File: src/rtl/pipeline_control_unit_if.sv
// Hazard/event inputs and stage-control outputs of the pipeline control unit.
// The master side belongs to the datapath, which raises the hazard and event
// requests and consumes the enables and bubbles. The slave side is the control unit.
interface pipeline_control_unit_if #(
    parameter int CNT_W = 32
);
    // hazard / multi-cycle event requests
    logic             load_use_i;
    logic             redirect_ex_i;
    logic             muldiv_start_ex_i;
    logic             muldiv_done_i;
    logic             dmem_req_mem_i;
    logic             dmem_ready_i;
    // per-stage register controls
    logic             en_if;
    logic             en_id;
    logic             en_ex;
    logic             en_mem;
    logic             en_wb;
    logic             flush_if_id;
    logic             bubble_ex;
    logic             bubble_mem;
    logic             bubble_wb;
    // status
    logic             timeout_err;
    logic [1:0]       state_o;
    logic [CNT_W-1:0] stall_cnt_o;

    modport master (
        output load_use_i, redirect_ex_i, muldiv_start_ex_i, muldiv_done_i,
               dmem_req_mem_i, dmem_ready_i,
        input  en_if, en_id, en_ex, en_mem, en_wb,
               flush_if_id, bubble_ex, bubble_mem, bubble_wb,
               timeout_err, state_o, stall_cnt_o
    );

    modport slave (
        input  load_use_i, redirect_ex_i, muldiv_start_ex_i, muldiv_done_i,
               dmem_req_mem_i, dmem_ready_i,
        output en_if, en_id, en_ex, en_mem, en_wb,
               flush_if_id, bubble_ex, bubble_mem, bubble_wb,
               timeout_err, state_o, stall_cnt_o
    );
endinterface

File: src/rtl/pipeline_control_unit.sv
// Central stall/flush sequencer for the 5-stage RV32 pipeline.
// Stage controls are Mealy outputs of the state and the inputs. The FSM only
// tracks the multi-cycle waits: dmem wait states, the iterative mul/div unit,
// and a terminal hang state that a watchdog enters.
module pipeline_control_unit #(
    parameter int TIMEOUT = 256,
    parameter int CNT_W   = 32
) (
    input  logic                  clk,
    input  logic                  rst_n,
    pipeline_control_unit_if.slave bus
);
    localparam int WCW = $clog2(TIMEOUT);
    localparam logic [WCW-1:0] WMAX = WCW'(TIMEOUT - 1);

    typedef enum logic [1:0] {
        RUN         = 2'd0,
        DMEM_WAIT   = 2'd1,
        MULDIV_WAIT = 2'd2,
        ERROR       = 2'd3
    } state_t;

    typedef struct packed {
        logic en_if;
        logic en_id;
        logic en_ex;
        logic en_mem;
        logic en_wb;
        logic flush_if_id;
        logic bubble_ex;
        logic bubble_mem;
        logic bubble_wb;
    } ctrl_t;

    // control patterns: {en_if..en_wb, flush_if_id, bubble_ex/mem/wb}
    localparam ctrl_t C_OFF    = ctrl_t'(9'b00000_0000);
    localparam ctrl_t C_RUN    = ctrl_t'(9'b11111_0000);
    localparam ctrl_t C_DSTALL = ctrl_t'(9'b00001_0001); // drain WB, freeze rest
    localparam ctrl_t C_MSTALL = ctrl_t'(9'b00011_0010); // freeze EX, MEM eats bubbles
    localparam ctrl_t C_REDIR  = ctrl_t'(9'b11111_1100); // kill wrong-path IF/ID and ID/EX
    localparam ctrl_t C_LU     = ctrl_t'(9'b00111_0100); // hold IF/ID one cycle

    state_t           state_q, state_d;
    logic [WCW-1:0]   wcnt_q, wcnt_d;
    logic [CNT_W-1:0] stall_q;
    ctrl_t            ctrl;

    // Next-state and stage controls. DMEM_WAIT release re-runs the RUN
    // priority chain without the dmem term so pending work lands immediately.
    always_comb begin
        ctrl    = C_OFF;
        state_d = state_q;
        wcnt_d  = wcnt_q;
        unique case (state_q)
            RUN, DMEM_WAIT: begin
                if (state_q == DMEM_WAIT && !bus.dmem_ready_i) begin
                    ctrl = C_DSTALL;
                    if (wcnt_q == WMAX) state_d = ERROR;
                    else                wcnt_d  = wcnt_q + 1'b1;
                end else begin
                    ctrl    = C_RUN;
                    state_d = RUN;
                    if (state_q == RUN && bus.dmem_req_mem_i && !bus.dmem_ready_i) begin
                        ctrl    = C_DSTALL;
                        state_d = DMEM_WAIT;
                        wcnt_d  = '0;
                    end else if (bus.muldiv_start_ex_i) begin
                        ctrl    = C_MSTALL;
                        state_d = MULDIV_WAIT;
                        wcnt_d  = '0;
                    end else if (bus.redirect_ex_i) begin
                        ctrl = C_REDIR;
                    end else if (bus.load_use_i) begin
                        ctrl = C_LU;
                    end
                end
            end
            MULDIV_WAIT: begin
                // EX is frozen, so every other request is re-seen after release
                if (!bus.muldiv_done_i) begin
                    ctrl = C_MSTALL;
                    if (wcnt_q == WMAX) state_d = ERROR;
                    else                wcnt_d  = wcnt_q + 1'b1;
                end else begin
                    ctrl    = C_RUN;
                    state_d = RUN;
                end
            end
            ERROR: begin
                ctrl = C_OFF;
            end
            default: begin
                ctrl    = C_OFF;
                state_d = ERROR;
            end
        endcase
        if (!rst_n) ctrl = C_OFF;
    end

    // State, watchdog counter and saturating stall counter share one edge.
    always_ff @(posedge clk or negedge rst_n) begin
        if (!rst_n) begin
            state_q <= RUN;
            wcnt_q  <= '0;
            stall_q <= '0;
        end else begin
            state_q <= state_d;
            wcnt_q  <= wcnt_d;
            if (!ctrl.en_if && stall_q != '1) stall_q <= stall_q + 1'b1;
        end
    end

    assign bus.en_if       = ctrl.en_if;
    assign bus.en_id       = ctrl.en_id;
    assign bus.en_ex       = ctrl.en_ex;
    assign bus.en_mem      = ctrl.en_mem;
    assign bus.en_wb       = ctrl.en_wb;
    assign bus.flush_if_id = ctrl.flush_if_id;
    assign bus.bubble_ex   = ctrl.bubble_ex;
    assign bus.bubble_mem  = ctrl.bubble_mem;
    assign bus.bubble_wb   = ctrl.bubble_wb;
    assign bus.timeout_err = rst_n && (state_q == ERROR);
    assign bus.state_o     = state_q;
    assign bus.stall_cnt_o = stall_q;
endmodule
File: src/flat_wrapper.sv
// flat-port wrapper written by rule: the top's interface ports become plain ports
module pipeline_control_unit_flat 
#(
    parameter int TIMEOUT = 256,
    parameter int CNT_W   = 32
)
  (clk, rst_n, bus_load_use_i, bus_redirect_ex_i, bus_muldiv_start_ex_i, bus_muldiv_done_i, bus_dmem_req_mem_i, bus_dmem_ready_i, bus_en_if, bus_en_id, bus_en_ex, bus_en_mem, bus_en_wb, bus_flush_if_id, bus_bubble_ex, bus_bubble_mem, bus_bubble_wb, bus_timeout_err, bus_state_o, bus_stall_cnt_o);
  pipeline_control_unit_if #(.CNT_W(CNT_W)) bus_i ();
  input  logic clk;
  input  logic rst_n;
  input wire logic [$bits(bus_i.load_use_i)-1:0] bus_load_use_i;
  input wire logic [$bits(bus_i.redirect_ex_i)-1:0] bus_redirect_ex_i;
  input wire logic [$bits(bus_i.muldiv_start_ex_i)-1:0] bus_muldiv_start_ex_i;
  input wire logic [$bits(bus_i.muldiv_done_i)-1:0] bus_muldiv_done_i;
  input wire logic [$bits(bus_i.dmem_req_mem_i)-1:0] bus_dmem_req_mem_i;
  input wire logic [$bits(bus_i.dmem_ready_i)-1:0] bus_dmem_ready_i;
  output wire logic [$bits(bus_i.en_if)-1:0] bus_en_if;
  output wire logic [$bits(bus_i.en_id)-1:0] bus_en_id;
  output wire logic [$bits(bus_i.en_ex)-1:0] bus_en_ex;
  output wire logic [$bits(bus_i.en_mem)-1:0] bus_en_mem;
  output wire logic [$bits(bus_i.en_wb)-1:0] bus_en_wb;
  output wire logic [$bits(bus_i.flush_if_id)-1:0] bus_flush_if_id;
  output wire logic [$bits(bus_i.bubble_ex)-1:0] bus_bubble_ex;
  output wire logic [$bits(bus_i.bubble_mem)-1:0] bus_bubble_mem;
  output wire logic [$bits(bus_i.bubble_wb)-1:0] bus_bubble_wb;
  output wire logic [$bits(bus_i.timeout_err)-1:0] bus_timeout_err;
  output wire logic [$bits(bus_i.state_o)-1:0] bus_state_o;
  output wire logic [$bits(bus_i.stall_cnt_o)-1:0] bus_stall_cnt_o;
  assign bus_i.load_use_i = bus_load_use_i;
  assign bus_i.redirect_ex_i = bus_redirect_ex_i;
  assign bus_i.muldiv_start_ex_i = bus_muldiv_start_ex_i;
  assign bus_i.muldiv_done_i = bus_muldiv_done_i;
  assign bus_i.dmem_req_mem_i = bus_dmem_req_mem_i;
  assign bus_i.dmem_ready_i = bus_dmem_ready_i;
  assign bus_en_if = bus_i.en_if;
  assign bus_en_id = bus_i.en_id;
  assign bus_en_ex = bus_i.en_ex;
  assign bus_en_mem = bus_i.en_mem;
  assign bus_en_wb = bus_i.en_wb;
  assign bus_flush_if_id = bus_i.flush_if_id;
  assign bus_bubble_ex = bus_i.bubble_ex;
  assign bus_bubble_mem = bus_i.bubble_mem;
  assign bus_bubble_wb = bus_i.bubble_wb;
  assign bus_timeout_err = bus_i.timeout_err;
  assign bus_state_o = bus_i.state_o;
  assign bus_stall_cnt_o = bus_i.stall_cnt_o;
  pipeline_control_unit #(.TIMEOUT(TIMEOUT), .CNT_W(CNT_W)) u_core (.clk(clk), .rst_n(rst_n), .bus(bus_i));
endmodule
File: config.mk
export PLATFORM = sky130hd
export DESIGN_NAME = pipeline_control_unit_flat
export DESIGN_NICKNAME = d
export VERILOG_FILES = /design/src/rtl/pipeline_control_unit_if.sv /design/src/rtl/pipeline_control_unit.sv /design/src/flat_wrapper.sv
export SDC_FILE = /design/constraint.sdc
export NUM_CORES = 1
export LEC_CHECK = 0
export ABC_AREA = 1
export CAP_MARGIN = 10
export CORE_MARGIN = 2
export CORE_UTILIZATION = 50
export CTS_BUF_LIST = sky130_fd_sc_hd__clkbuf_16
export DETAILED_ROUTE_END_ITERATION = 6
export DONT_BUFFER_PORTS = 1
export HOLD_SLACK_MARGIN = 0.03
export MAX_ROUTING_LAYER = met4
export SYNTH_ARGS = -nofsm -noshare
export SYNTH_HDL_FRONTEND = slang
export SYNTH_SLANG_ARGS = --single-unit
File: constraint.sdc
create_clock -name clk -period 2 [get_ports clk]
set_clock_uncertainty 0.1 [all_clocks]
set_input_delay 0.3 -clock clk [delete_from_list [all_inputs] [get_ports clk]]
set_output_delay 0.3 -clock clk [all_outputs]
set_load 0.02 [all_outputs]
==> key figures <==
Worst hold path
  – Hold Crit Endpoint: u_core.bus.state_o[1]$_DFFE_PN0N_
  – Hold Path Class: input pin to flop
  – Hold Startpoint: bus_muldiv_done_i
  – Hold Crit Depth: 2

Final layout
  – Layout Nets: ~520
  – Filler instances: 566
  – Multi-input gate area: 1690 sq um
  – Post-Route Utilization: 0.601
  – FF/Latch Area: 1050 sq um
  – Area Growth Syn to Fin: 18.2%
  – Layout cell share with drive strength beyond 1: 0.149
  – # diodes: 0

Timing
  – Post-route minimum period: ~1.9 ns
  – Hold Slack: 0.103 ns
  – Setup violators final: 0
  – Setup TNS: 0 ns
  – Max_slew headroom: 0.671
  – RSZ-0062 raised after global routing: no
  – Achievable clock frequency: 523 MHz
  – Slew @ Worst Pin: slightly below 0.5 ns
  – Crit share post-route: 0.956
  – Final worst setup slack: 0.0876 ns
  – Hold Vio Cnt, Final: 0
  – Final Max Tran Viols: 0

Power and ir drop
  – Switching share of power: 0.421
  – Leakage Power: 0.00174 uW
  – Sequential share of power: 0.336
  – Peak VDD IR: just under 0.6 mV
  – Pwr Density: 925 nW/um^2
  – Comb pwr share: 0.428
  – P_sw: 1360 uW
  – P_int: 1870 uW
  – Clk pwr share: 0.236

Logic synthesis
  – Seq/Total Area, Yosys: 0.356
  – Count leader, synth: nand2_1
  – Mapped Area: 2960 sq um
  – Synth Warn #: 0
  – Syn_area_per_cell: roughly 6.3 sq um
  – Post-synth EDFFs: 0
  – Yosys top cell area share: 0.356
  – Asr flop ratio synth: 1.00
  – Top_reg_cell synth: dfrtp_1
  – Synth cell types: 27
  – Synth Register Bits: 42
  – Synth top cells by count: nand2_1, nor2_1, dfrtp_1
  – Top post-synthesis cells by area: dfrtp_1, nand2_1, nor2_1
  – Cells after Synth: 466
  – Post-synthesis net count: 476
  – Cell taking the most area after synthesis: dfrtp_1

Route
  – Pre-antenna DRT Iters: 5
  – Via count: between 2000 and 3000
  – DR DRC count: 0
  – WL final: 7800 um
  – Routed Antenna Nets: 0
  – Routed len/inst: 13.3 um
  – DR vias/cell: 5.01
  – Initial DRC Count: 143

Clocking
  – Root buffer cell: clkbuf_16
  – Clk_lat worst skew: 0.28 ns
  – Reg clk slew, reported paths: ~0.060 ns
  – CTS max path bufs: 2
  – Clk sinks: 42
  – Num CTS Buffers: 5
  – H-Tree Depth: 2
  – CTS tree: yes

Global routing
  – Initial antenna violation count: 0
  – Gr usage total: 0.262
  – Met3 usage: 0.0467
  – M1 GR Usage: 0.309
  – First-pass GRT wire length: 12700 um
  – GRT overflow: 0
  – Largest net degree at the start of global routing: between 40 and 50
  – Met2 Usage GRT: 0.465
  – Vias in the first global route: 2747
  – Global-route layer with the greatest usage: met2

Worst setup path
  – Reg2Reg Launch Point: u_core.wcnt_q[1]$_DFFE_PN0P_
  – Critical R2R Capture: u_core.wcnt_q[5]$_DFFE_PN0P_
  – Startpoint type of the worst setup path: flop
  – Worst Path Arrival: 1.51 ns
  – Crit-path max FO: 7
  – CP required: 1.60 ns
  – R2r worst-path depth: 8
  – CP Capture Type: output port
  – Reg-to-reg setup timing slack: between 0.15 and 0.2 ns
  – Worst Setup Path Type: flop to output port
  – Crit path launch: u_core.bus.state_o[1]$_DFFE_PN0N_

Die
  – Die ar.: 6540 sq um
  – Chip width: 80.9 um
  – Die Y: ~81 um
  – Num rows: 28
  – # IOs: 52
  – Total core area: 5820 sq um
  – Starting density of the core: 0.508

Place
  – Number of port buffers: 0
  – GPL Wtd Cong: 0.938
  – DP Worst Slack: between 0.15 and 0.2 ns
  – DPL Wire Length: ~5800 um

Job
  – Max Cap Violations: 0

Outcome
  – Status: finished clean
-- kinds of logic (layout without fill, tap and decap cells) --
kind of cell / count (synthesis) / count (layout) / synth area share
buf+inv: 50 / 93 / 0.0792
compound gates: 21 / 21 / 0.0398
fa+ha+maj: 2 / 2 / 0.00847
xor+xnor: 14 / 14 / 0.0415
flops: 42 / 42 / 0.356
simple gates: 337 / 337 / 0.475
-- worst max-delay path, stage by stage (launching register included) --
cell and delay, ns:
dfrtp_2 0.45, nor2_2 0.15, nand2_2 0.09, nand2_2 0.10, nand2_2 0.10, nand3_4 0.11
clkinvlp_4 0.22
-- how the worst max path moves through the flow --
stage                                         to  slack [ns]  cells past startpoint
finish                                 bus_en_id        0.09                      6
global route        u_core.wcnt_q[5]$_DFFE_PN0P_       0.005                      8
CTS                                    bus_en_id        0.03                      6
detailed placement  u_core.wcnt_q[4]$_DFFE_PN0P_        0.16                      8
global placement    u_core.wcnt_q[4]$_DFFE_PN0P_        0.18                      8
floorplan                         bus_bubble_mem        0.08                      3
-- registers in the layout, indices dropped and copies added, names as in the netlist --
signal / count
u_core.bus.stall_cnt_o: 32
u_core.wcnt_q: 8
u_core.bus.state_o: 2
-- per-stage QoR --
step           area, sq um  std cells  power (uW)
6_report              3490        584        3230
5_1_grt               3490        584        3440
4_1_cts               3470        582        3210
3_5_place_dp          3290        573        2380
3_3_place_gp          3290        573        2380
2_1_floorplan         2960        466        2080
-- cell type report --
cell class	instances	share of cell area
Inverter	43	0.0487
Tap cell	75	0.0269
Multi-Input combinational cell	374	0.483
Clock buffer	5	0.0358
Clock inverter	2	0.00215
Sequential cell	42	0.301
Timing Repair Buffer	43	0.102
-- cell usage in the layout (no fill, tap or decap), types with 2 or more instances in the layout --
master     count
xnor2_1        6
buf_4         40
clkbuf_16      5
inv_1         41
nand4_1        3
ha_1           2
dfrtp_1       41
nor3_1         3
o21ai_1        2
o21ai_0        8
nand3_1       31
nand2_2       16
nor2_1        64
nand2_1      212
o211ai_1       2
nor2_4         3
a21oi_1        6
xor2_1         8
inv_2          2
-- layer usage --
metal	part of all wire	wire, um
met1	0.45	3480
met4	0.014	107
met2	0.49	3850
met3	0.047	367
met5	0	0
-- power groups by stage --
stage                     logic (uW)  clock network (uW)  registers [uW]
after floorplan                  876                   0            1200
after global placement          1290                   0            1090
after detailed placement        1300                   0            1090
after CTS                       1350                 777            1080
after global routing            1520                 812            1100
final                           1380                 763            1090
-- what timing repair did --
item,CTS,global route
gates resized for setup,4,4
hold endpoints to repair,42,0
buffers inserted,0,2
setup endpoints to repair,3,3
hold buffers,2,0
Note: power is estimated with default switching activity, not from simulation.
==> variant 1: new RTL, same flow settings <==
`TIMEOUT` is set to 256 in 2 places; all go to 512.
--- a/src/rtl/pipeline_control_unit.sv
+++ b/src/rtl/pipeline_control_unit.sv
@@ -5,3 +5,3 @@
 module pipeline_control_unit #(
-    parameter int TIMEOUT = 256,
+    parameter int TIMEOUT = 512,
     parameter int CNT_W   = 32
--- a/src/flat_wrapper.sv
+++ b/src/flat_wrapper.sv
@@ -3,3 +3,3 @@
 #(
-    parameter int TIMEOUT = 256,
+    parameter int TIMEOUT = 512,
     parameter int CNT_W   = 32
Formal check against the unedited RTL: same outputs for any inputs over 10 cycles, from zero or initial values and one cycle with rst_n low; that may be too few to reach the edited logic, so the function may still have changed.
==> variant 1 against the original RTL <==
First-iteration DRC count grew 2.8%. Sequential cell count grew 1. Final area grew 2.8%. Worst setup slack lost 42 ps. Largest cell class unchanged. Highest routed layer unchanged. Critical path type unchanged. Area after synthesis grew 1.9%. Global-route usage shrank 0.29 points. Power grew 4.8%. Hold slack gained 20 ps. Routed wire length shrank 1.1%.
==> variant 1: results (changes against the original RTL) <==
# fillers 581 (+2.7%); met3 WL 402 µm (+9.5%); Synth top cells by count nand2_1 (222), nor2_1 (60), dfrtp_1 (43); fraction of layout cells with a size suffix above 1 15.68% (+0.75 points); Non-Filler Instances 598 (+2.4%); Worst-Margin Slew 421.1 ps (-73.09 ps); vias in the first global route 2760 (+0.47%); metal2 WL 3828 µm (-0.47%); pre-CTS WS 56.34 ps (-102.8 ps); GRT Total Usage 25.87% (-0.29 points); grt total ovfl 0 (unchanged); Resized cells post-CTS 1 (-3); 1st-iter DRT viols 147 (+2.8%); Synth Instances 479 (+2.8%); Leak Pwr 1.780 nW (+2.1%); Worst VDD drop 0.0006609 V (+14%); Final Util 61.05% (+0.96 points); grt met3 use 4.615% (-0.051 points); status completed; Placed Cells 588 (+2.6%); largest net degree at the start of global routing 44 (+2.3%); Synth Net Count 489 (+2.7%); max FFs per register 32 (unchanged); met1 GRT Util 30.41% (-0.49 points); first-pass GRT wire length 12790 µm (+0.43%); Pre-antenna DRT Iters 4 (-1); DP Area 0.003371 mm² (+2.6%); top cells by area, synth dfrtp_1 (36%), nand2_1 (28%), nor2_1 (7.5%), inv_1 (5.1%), nand3_1 (5.0%); GRT met2 Usage 45.41% (-1.1 points); Via density 4.995 (-0.37%); nets@finish 532 (+2.5%); synth unique cells 29 (+7.4%); DR WL/cell 12.90 µm (-3.4%); post-synthesis sequential area ratio 35.71% (+0.15 points); RePlAce Congestion 0.8216 (-12%); DP Wirelength 5927 µm (+2.4%)
==> variant 1: report_power, final <==
part	switching, mW	total (mW)	internal [mW]	leakage, nW
combinational	0.898	1.36	0.464	1.11
clock	0.322	0.903	0.580	0.0864
sequential	0.139	1.12	0.984	0.583
==> variant 1: worst max-delay path, stage by stage, from the launching register on <==
cell and delay, ps:
dfrtp_2 460, inv_4 80, nor2_4 100, inv_2 40, or2_4 250, a211oi_2 180, buf_4 170
==> variant 1: kinds of logic after synthesis <==
| group | synth area share [%] |
|---|---|
| AOI/OAI and AO/OA | 4.485 |
| xor gates and xnor gates | 3.779 |
| adders and majority gates | 0.8304 |
| buffers and inverters | 7.267 |
| DFF | 35.71 |
| and+or+nand+nor | 47.92 |
==> variant 1: worst paths after layout <==
path / startpoint / end / slack (ps) / cells after the start
max: u_core.bus.state_o[1]$_DFFE_PN0N_ / bus_bubble_mem / 50 / 6
min: bus_muldiv_done_i / u_core.bus.state_o[1]$_DFFE_PN0N_ / 120 / 2
max reg2reg: u_core.wcnt_q[0]$_DFFE_PN0P_ / u_core.wcnt_q[0]$_DFFE_PN0P_ / 220 / 8
min reg2reg: u_core.wcnt_q[7]$_DFFE_PN0P_ / u_core.wcnt_q[7]$_DFFE_PN0P_ / 430 / 2
max in group asynchronous: rst_n / u_core.bus.state_o[1]$_DFFE_PN0N_ / 1150 / 2
min in group asynchronous: rst_n / u_core.wcnt_q[7]$_DFFE_PN0P_ / 440 / 2
==> variant 1: cell type report <==
type | instances | share of cell area (%)
inverters | 45 | 4.944
well taps | 75 | 2.611
clock buffers | 5 | 3.482
flip-flops and latches | 43 | 30.01
repair buffers | 43 | 9.610
clock inverters | 3 | 1.045
multi-input cells | 384 | 48.29
==> variant 2: new RTL, same flow settings <==
Without the edit above. Reset style: synchronous (`rst_n`), changed in one clocked block.
--- a/src/rtl/pipeline_control_unit.sv
+++ b/src/rtl/pipeline_control_unit.sv
@@ -100,3 +100,3 @@
     // State, watchdog counter and saturating stall counter share one edge.
-    always_ff @(posedge clk or negedge rst_n) begin
+    always_ff @(posedge clk) begin
         if (!rst_n) begin
Function: differs if rst_n is asserted again (counterexample within 4 cycles, from zero or initial values and one cycle with rst_n low); with rst_n held inactive, the same outputs for 10 cycles.
==> variant 2 against the original RTL <==
Register-to-register slack worse by 50 ps. Maximum frequency up 0.17%. Final area down 2.8%. Count of clock-buffer cells in the layout unchanged. Area after synthesis down 6.2%. Utilization up 2.4 points. Sequential cell count unchanged. Worst setup slack better by 3.2 ps. Global-route usage up 3.3 points. Routed wire length up 9.5%. Via count up 5.8%.
Power is not compared: it rests on default switching activity, and its combinational part moved more than twofold at a synthesized area within 25%.
==> variant 2: results (changes against the original RTL) <==
status completed; XOR/XNOR share of the synthesized area 4.422% (+0.27 points); Rel. slew slack 68.14% (+1.1 points); first-pass GRT wire length 13980 µm (+9.8%); multi-input gates 373 (-0.27%); GRT met2 Usage 52.67% (+6.1 points); Synth Instances 473 (+1.5%); met1 GRT Util 35.89% (+5.0 points); Worst R2R Setup Slack 110 ps (-50 ps); 1st-iter DRT viols 227 (+59%); Adder-Cell Fraction of Synth Area 0.9025% (+0.056 points); DR WL/cell 14.47 µm (+8.4%); Resized cells post-CTS 1 (-3); synth unique cells 26 (-3.7%); Largest stage delay, worst path 390 ps (-60 ps); Synth top cells by count nand2_1 (172), nor2_1 (82), inv_1 (44); nets@finish 527 (+1.5%); Synth Area in Compound Gates 7.626% (+3.6 points); Signal inverters 45 (+4.7%); CP Max Fanout 12 (+5); DR vias 3097 (+5.8%); Non-Filler Instances 590 (+1.0%); register area 842.1 µm² (-20%); area of the multi-input gates 0.001698 mm² (+0.59%); RePlAce Congestion 0.9412 (+0.38%); worst setup path startpoint u_core.bus.state_o[1]$_SDFFE_PN0N_; WL met1 3784 µm (+8.9%); Worst R2R Path Depth 10 (+2); die area 0.006157 mm² (-5.9%); pre-CTS WS 123.0 ps (-36.12 ps); period utilization 95.46% (-0.16 points); # Post-CTS Setup Buffers 1 (+1); CTS Hold Buffers Added 1 (-1); Async SR Flop Fraction 0% (-100 points); share of Yosys cell area claimed by the top area cell type 30.32% (-5.2 points); Synth Net Count 483 (+1.5%); DP Wirelength 6490 µm (+12%); delay-heaviest family, CP buffers and inverters; Synth Flop Type dfxtp_1; Non-clock buffering overhead 11.82% (+1.6 points); DP Area 0.003152 mm² (-4.1%); fraction of layout cells with a size suffix above 1 15.25% (+0.32 points)
==> variant 2: cell count changes in the layout (fill, tap and decap cells not counted), moves of 5 or more <==
cell     unedited run  this run
nand2_1           212       169
dfxtp_1             0        41
nand2_2            16         7
buf_4              40        45
a21oi_1             6        30
nor2_1             64        81
nand4_1             3         9
dfrtp_1            41         0
==> variant 2: worst min-delay path by stage <==
stage | startpoint | slack, ps | to
after floorplan | rst_n | 360 | u_core.bus.stall_cnt_o[13]$_SDFFE_PN0P_
after global placement | rst_n | 320 | u_core.bus.state_o[0]$_SDFFE_PN0N_
after detailed placement | rst_n | 330 | u_core.bus.stall_cnt_o[22]$_SDFFE_PN0P_
after CTS | rst_n | 30 | u_core.bus.stall_cnt_o[24]$_SDFFE_PN0P_
after global routing | rst_n | 30 | u_core.bus.stall_cnt_o[20]$_SDFFE_PN0P_
final | rst_n | 30 | u_core.bus.stall_cnt_o[20]$_SDFFE_PN0P_
